$ cat src/rtl/decode_queue_pkg.sv
// Shared fetch/decode pipeline definitions: the packed queue entry, the NOP
// bubble instruction and small helpers for building entries.
package decode_queue_pkg;

    // addi x0, x0, 0 -- what decode sees when no real instruction is available
    localparam logic [31:0] NOP_INSTR = 32'h0000_0013;

    // All fetch payload fields travel as one word so they can never drift
    // apart between entries.
    typedef struct packed {
        logic [31:0] pc;
        logic [31:0] instr;
        logic        pc_src_pred;
        logic [31:0] pc_plus4;
        logic [31:0] pred_pc_target;
    } dq_entry_t;

    // Entry presented to decode while the queue is empty
    function automatic dq_entry_t dq_bubble();
        dq_entry_t b;
        b       = '0;
        b.instr = NOP_INSTR;
        return b;
    endfunction

    // Assemble an entry from the individual fetch fields
    function automatic dq_entry_t dq_pack(
        input logic [31:0] pc,
        input logic [31:0] instr,
        input logic        pc_src_pred,
        input logic [31:0] pc_plus4,
        input logic [31:0] pred_pc_target
    );
        dq_entry_t e;
        e.pc             = pc;
        e.instr          = instr;
        e.pc_src_pred    = pc_src_pred;
        e.pc_plus4       = pc_plus4;
        e.pred_pc_target = pred_pc_target;
        return e;
    endfunction

endpackage

$ cat src/rtl/decode_queue.sv
// Fetch-to-decode instruction queue. Entries are written at the write pointer
// and presented from the read pointer with no fall-through path: a pushed
// entry becomes visible one cycle later. Flush and reset clear only the
// pointers and occupancy; the storage array keeps its stale contents.
// DEPTH must be a power of two in 2..16 so the pointers wrap naturally.
module decode_queue
    import decode_queue_pkg::*;
#(
    parameter int DEPTH           = 4,
    parameter int ALMOST_FULL_LVL = DEPTH - 1
) (
    input  logic                   clk_i,
    input  logic                   reset_i,
    input  logic                   flush_i,

    input  logic                   valid_f_i,
    output logic                   ready_f_o,
    input  logic [31:0]            instr_f_i,
    input  logic [31:0]            pc_f_i,
    input  logic [31:0]            pc_plus4_f_i,
    input  logic [31:0]            pred_pc_target_f_i,
    input  logic                   pc_src_pred_f_i,

    output logic                   valid_d_o,
    input  logic                   ready_d_i,
    output logic [31:0]            instr_d_o,
    output logic [31:0]            pc_d_o,
    output logic [31:0]            pc_plus4_d_o,
    output logic [31:0]            pred_pc_target_d_o,
    output logic                   pc_src_pred_d_o,

    output logic [$clog2(DEPTH):0] count_o,
    output logic                   almost_full_o
);

    localparam int PTR_W = $clog2(DEPTH);
    localparam int CNT_W = PTR_W + 1;

    localparam logic [CNT_W-1:0] FULL_CNT = CNT_W'(DEPTH);
    localparam logic [CNT_W-1:0] AF_CNT   = CNT_W'(ALMOST_FULL_LVL);

    dq_entry_t              mem [DEPTH];
    dq_entry_t              wr_entry;
    dq_entry_t              head;

    logic [PTR_W-1:0]       wr_ptr;
    logic [PTR_W-1:0]       rd_ptr;
    logic [CNT_W-1:0]       count;

    logic                   push;
    logic                   pop;

    // Occupancy update: a simultaneous push and pop leaves it unchanged
    function automatic logic [CNT_W-1:0] next_count(
        input logic [CNT_W-1:0] cur,
        input logic             inc,
        input logic             dec
    );
        case ({inc, dec})
            2'b10:   return cur + CNT_W'(1);
            2'b01:   return cur - CNT_W'(1);
            default: return cur;
        endcase
    endfunction

    // Handshake status is derived purely from the registered occupancy
    always_comb begin
        ready_f_o     = (count < FULL_CNT);
        valid_d_o     = (count != '0);
        almost_full_o = (count >= AF_CNT);
        count_o       = count;
    end

    // Flush overrides both handshakes; a full queue refuses pushes even
    // when the head is leaving in the same cycle
    always_comb begin
        push = valid_f_i && ready_f_o && !flush_i;
        pop  = valid_d_o && ready_d_i && !flush_i;
    end

    // Pack the incoming fetch fields into one storage word
    always_comb begin
        wr_entry = dq_pack(pc_f_i, instr_f_i, pc_src_pred_f_i,
                           pc_plus4_f_i, pred_pc_target_f_i);
    end

    // Pointer and occupancy control; reset acts immediately, flush on the edge
    always_ff @(posedge clk_i or posedge reset_i) begin
        if (reset_i) begin
            wr_ptr <= '0;
            rd_ptr <= '0;
            count  <= '0;
        end else if (flush_i) begin
            wr_ptr <= '0;
            rd_ptr <= '0;
            count  <= '0;
        end else begin
            if (push) begin
                wr_ptr <= wr_ptr + PTR_W'(1);
            end
            if (pop) begin
                rd_ptr <= rd_ptr + PTR_W'(1);
            end
            count <= next_count(count, push, pop);
        end
    end

    // Entry storage, deliberately left out of reset and flush
    always_ff @(posedge clk_i) begin
        if (push) begin
            mem[wr_ptr] <= wr_entry;
        end
    end

    // Head selection: the stored entry when valid, otherwise a NOP bubble
    always_comb begin
        head = dq_bubble();
        if (valid_d_o) begin
            head = mem[rd_ptr];
        end
    end

    // Unpack the head entry onto the decode-side ports
    always_comb begin
        instr_d_o          = head.instr;
        pc_d_o             = head.pc;
        pc_plus4_d_o       = head.pc_plus4;
        pred_pc_target_d_o = head.pred_pc_target;
        pc_src_pred_d_o    = head.pc_src_pred;
    end

endmodule
$ cat config.mk
export PLATFORM = sky130hd
export DESIGN_NAME = decode_queue
export DESIGN_NICKNAME = d
export VERILOG_FILES = /design/src/rtl/decode_queue_pkg.sv /design/src/rtl/decode_queue.sv
export SDC_FILE = /design/constraint.sdc
export NUM_CORES = 1
export LEC_CHECK = 0
export CAP_MARGIN = 20
export CORE_MARGIN = 4
export CORE_UTILIZATION = 31
export DETAILED_ROUTE_END_ITERATION = 10
export HOLD_SLACK_MARGIN = 0.1
export PLACE_DENSITY = 0.53
export SYNTH_ARGS = -nofsm -noshare
export SYNTH_HDL_FRONTEND = slang
export SYNTH_SLANG_ARGS = --single-unit
$ cat constraint.sdc
create_clock -name clk_i -period 7.59 [get_ports clk_i]
set_input_delay 1.8975 -clock clk_i [delete_from_list [all_inputs] [get_ports clk_i]]
set_output_delay 1.8975 -clock clk_i [all_outputs]
set_load 0.01 [all_outputs]
==> flow_results.xml <==
<?xml version="1.0" encoding="UTF-8"?>
<metrics>
  <group name="flow_run">
    <metric name="drv.max_cap_violation_count" unit="">0</metric>
  </group>
  <group name="layout">
    <metric name="final_core_utilization" unit="%">40.21</metric>
    <metric name="final_cell_count_no_fill" unit="">2067</metric>
    <metric name="area_delta_synth_final" unit="%">27.50</metric>
    <metric name="fin_area" unit="µm²">25550</metric>
    <metric name="mostFrequentLayoutCells" unit="">sky130_fd_sc_hd__edfxtp_1, sky130_fd_sc_hd__clkdlybuf4s50_1, sky130_fd_sc_hd__mux4_2</metric>
    <metric name="fraction_of_layout_instances_using_a_drive_strength_above_1" unit="%">18.50</metric>
    <metric name="fillerInstances" unit="">5700</metric>
    <metric name="final_common_cell" unit="">sky130_fd_sc_hd__edfxtp_1</metric>
    <metric name="fin_nets" unit="">1310</metric>
  </group>
  <group name="synth">
    <metric name="yosys_warnings" unit="">0</metric>
    <metric name="yosys-mux-area-fraction" unit="%">14.55</metric>
    <metric name="synth_xor_xnor_area_share" unit="%">0.1748</metric>
    <metric name="syn-mean-instance-area" unit="µm²">22.69</metric>
    <metric name="net_count_of_the_mapped_netlist" unit="">1022</metric>
    <metric name="synth_top_cell_area_share" unit="%">77.32</metric>
    <metric name="synth-simple-area-share" unit="%">4.683</metric>
    <metric name="synthCells" unit="">883</metric>
    <metric name="synth_area_leader_cell" unit="">sky130_fd_sc_hd__edfxtp_1</metric>
    <metric name="yosys_register_bits" unit="">523</metric>
    <metric name="post_synth_fa_ha_maj_area_fraction" unit="%">0.3497</metric>
    <metric name="synth_compound_gate_area_share" unit="%">0.3309</metric>
    <metric name="synth.cell_area" unit="µm²">20040</metric>
    <metric name="synth_sequential_area_ratio" unit="%">78.20</metric>
    <metric name="synth_top_family_by_area" unit="">multiplexers</metric>
    <metric name="yosysUniqueCellTypes" unit="">30</metric>
    <metric name="ranking_of_synthesized_cells_by_area" unit="">sky130_fd_sc_hd__edfxtp_1, sky130_fd_sc_hd__mux4_2, sky130_fd_sc_hd__and2_1, sky130_fd_sc_hd__dfrtp_1, sky130_fd_sc_hd__buf_8</metric>
  </group>
  <group name="floorplan">
    <metric name="die_w" unit="µm">262.3</metric>
    <metric name="core" unit="µm²">63540</metric>
    <metric name="die_h" unit="µm">262.3</metric>
    <metric name="fp-row-count" unit="">92</metric>
    <metric name="start_util" unit="%">31.54</metric>
    <metric name="boundaryPins" unit="">269</metric>
    <metric name="area_of_the_die" unit="µm²">68780</metric>
  </group>
  <group name="run_status">
    <metric name="status" unit="">finished clean</metric>
  </group>
  <group name="placed_design">
    <metric name="placed_cells_incl_taps" unit="">1959</metric>
    <metric name="port_buffers" unit="">268</metric>
    <metric name="place.gp.congestion" unit="">0.6825</metric>
    <metric name="post-dp-hpwl" unit="µm">24580</metric>
    <metric name="dpl-instance-area" unit="µm²">23620</metric>
  </group>
  <group name="critical_path">
    <metric name="critical_path_class" unit="">flop to primary output</metric>
    <metric name="r2r_setup_slack" unit="ns">4.84</metric>
    <metric name="cp.required" unit="ns">5.69</metric>
    <metric name="critPathArrivalTime" unit="ns">3.47</metric>
    <metric name="type_of_element_capturing_the_critical_path" unit="">primary output</metric>
    <metric name="startpoint_type" unit="">flop</metric>
    <metric name="timing.critical_path.fanout_max" unit="">36</metric>
  </group>
  <group name="timing">
    <metric name="tightestPinTransition" unit="ns">0.9284</metric>
    <metric name="grt_setup_unrepaired" unit="">no</metric>
    <metric name="timing.final.max_slew_violations" unit="">0</metric>
    <metric name="final_skew" unit="ns">0.01821</metric>
    <metric name="timing.final.hold_violations" unit="">0</metric>
    <metric name="fmaxAchievable" unit="MHz">186.3</metric>
    <metric name="post-route-period-util" unit="%">70.72</metric>
    <metric name="finalSetupViolCount" unit="">0</metric>
    <metric name="final.min_clock_period" unit="ns">5.367</metric>
    <metric name="finalSetupTns" unit="ns">0</metric>
    <metric name="worst_slew_margin_rel" unit="%">38.10</metric>
  </group>
  <group name="clock_network">
    <metric name="hold_fix_buffers_at_cts" unit="">0</metric>
    <metric name="cts_setup_buffers" unit="">0</metric>
    <metric name="deepest_clock_path_buffer_count" unit="">3</metric>
    <metric name="cts.sinks" unit="">523</metric>
    <metric name="cts_buffer_count" unit="">56</metric>
    <metric name="library_cell_used_as_clock_root_buffer" unit="">sky130_fd_sc_hd__clkbuf_16</metric>
    <metric name="clkTransAtPathRegs" unit="ns">0.06</metric>
    <metric name="post_cts.resized_instances" unit="">0</metric>
    <metric name="cts_tree" unit="">built</metric>
    <metric name="clock_insertion_delay_worst_skew" unit="ns">0.60</metric>
    <metric name="cts_max_level" unit="">2</metric>
  </group>
  <group name="global_routing">
    <metric name="largest_net_degree_at_the_start_of_global_routing" unit="">104</metric>
    <metric name="gr_overflow_total" unit="">0</metric>
    <metric name="grt_pass1_wl" unit="µm">66590</metric>
    <metric name="grt_use_total" unit="%">12.55</metric>
    <metric name="via_count_of_the_first_global_routing_pass" unit="">10640</metric>
    <metric name="antenna_violations_before_repair" unit="">10</metric>
  </group>
  <group name="detailed_routing">
    <metric name="wire_per_inst" unit="µm">21.25</metric>
    <metric name="drt_first_pass_iters" unit="">4</metric>
    <metric name="finalWirelength" unit="µm">43930</metric>
    <metric name="via_per_inst" unit="">4.586</metric>
    <metric name="drt.antenna.violating_nets" unit="">0</metric>
    <metric name="vias_after_detailed_routing" unit="">9480</metric>
    <metric name="drc" unit="">0</metric>
    <metric name="drt-initial-drc-count" unit="">582</metric>
  </group>
  <group name="worst_hold_path">
    <metric name="worstHoldPathType" unit="">flop to flop</metric>
  </group>
  <group name="power_and_ir_drop">
    <metric name="p_leak" unit="nW">7.953</metric>
    <metric name="irDropWorstVdd" unit="mV">0.1952</metric>
    <metric name="cellPowerDensity" unit="nW/µm²">277.7</metric>
  </group>
</metrics>
[stage by stage]
| stage | power (mW) | worst slack, ns | hold WS [ns] |
|---|---|---|---|
| 3_3_place_gp | 4.359 | 2.701 | 0.5594 |
| 2_1_floorplan | 3.884 | 1.853 | 0.5393 |
| 5_1_grt | 7.401 | 1.909 | 0.6231 |
| 6_report | 7.095 | 2.223 | 0.5763 |
| 3_5_place_dp | 4.367 | 2.691 | 0.5740 |
| 4_1_cts | 7.225 | 2.053 | 0.5818 |
[layout make-up]
type	count	area, µm²	area share (%)
antenna	5	12.51	0.04897
inverter	5	23.77	0.09305
clock buffer	70	1496	5.857
multi-input combinational	308	4035	15.79
timing repair buffer	277	2825	11.06
tap	846	1059	4.143
clock inverter	33	420.4	1.645
sequential	523	15680	61.36
[logic make-up after synthesis]
| group | Yosys count |
|---|---|
| adders and majority gates | 5 |
| muxes | 130 |
| AOI/OAI and AO/OA | 12 |
| DFF | 523 |
| xor gates and xnor gates | 4 |
| and+or+nand+nor | 157 |
| buffers and inverters | 52 |
[path summary, 6_finish.rpt]
path | cells after the start | startpoint | to
max | 4 | rd_ptr[0]$_DFFE_PP0P_ | pc_d_o[22]
max reg2reg | 9 | count_o[0]$_DFFE_PP0P_ | count_o[2]$_DFFE_PP0P_
min in group asynchronous | 2 | reset_i | count_o[0]$_DFFE_PP0P_
max in group asynchronous | 2 | reset_i | rd_ptr[1]$_DFFE_PP0P_
min reg2reg | 2 | wr_ptr[1]$_DFFE_PP0P_ | wr_ptr[1]$_DFFE_PP0P_
min | 2 | wr_ptr[1]$_DFFE_PP0P_ | wr_ptr[1]$_DFFE_PP0P_
[per-layer routing]
| metal | wire (µm) | track usage (%) |
|---|---|---|
| met3 | 2800 | 3.729 |
| met4 | 720 | 2.828 |
| met2 | 21190 | 20.63 |
| met5 | 48 | 0 |
| met1 | 19170 | 16.60 |
[worst max-delay path: stages, from the launching register on]
cell	delay, ns
sky130_fd_sc_hd__dfrtp_4	0.97
sky130_fd_sc_hd__buf_4	0.62
sky130_fd_sc_hd__mux4_2	0.60
sky130_fd_sc_hd__and2_1	0.18
sky130_fd_sc_hd__clkdlybuf4s50_1	0.48
[flip-flops by register name, summed over array words and instances (netlist names)]
signal,flops
count_o,3
mem,516
rd_ptr,2
wr_ptr,2
[cells in the mapped netlist]
cell	number
sky130_fd_sc_hd__a21o_1	1
sky130_fd_sc_hd__a21oi_1	5
sky130_fd_sc_hd__a221oi_1	1
sky130_fd_sc_hd__and2_1	130
sky130_fd_sc_hd__buf_1	2
sky130_fd_sc_hd__buf_12	1
sky130_fd_sc_hd__buf_2	15
sky130_fd_sc_hd__buf_6	3
sky130_fd_sc_hd__buf_8	8
sky130_fd_sc_hd__clkbuf_1	17
sky130_fd_sc_hd__clkbuf_2	1
sky130_fd_sc_hd__dfrtp_1	7
sky130_fd_sc_hd__edfxtp_1	516
sky130_fd_sc_hd__fa_1	1
sky130_fd_sc_hd__ha_1	4
sky130_fd_sc_hd__inv_1	5
sky130_fd_sc_hd__mux2i_1	1
sky130_fd_sc_hd__mux4_2	129
sky130_fd_sc_hd__nand2_1	10
sky130_fd_sc_hd__nand2b_1	2
sky130_fd_sc_hd__nand3_1	3
sky130_fd_sc_hd__nor2_1	5
sky130_fd_sc_hd__nor2b_1	1
sky130_fd_sc_hd__nor3_1	2
sky130_fd_sc_hd__nor4_1	1
sky130_fd_sc_hd__o21ai_0	5
sky130_fd_sc_hd__or2_1	1
sky130_fd_sc_hd__or2_2	2
sky130_fd_sc_hd__xnor2_1	1
sky130_fd_sc_hd__xor2_1	3
[report_power, final]
group          internal, mW  total [mW]  switching [mW]  leakage [nW]
clock                  1.73        2.82            1.09         0.929
sequential             3.26        3.31          0.0448          4.77
combinational         0.538       0.967           0.429          2.25
total                  5.53        7.09            1.57          7.95
Power figures use the tool's default switching activity.
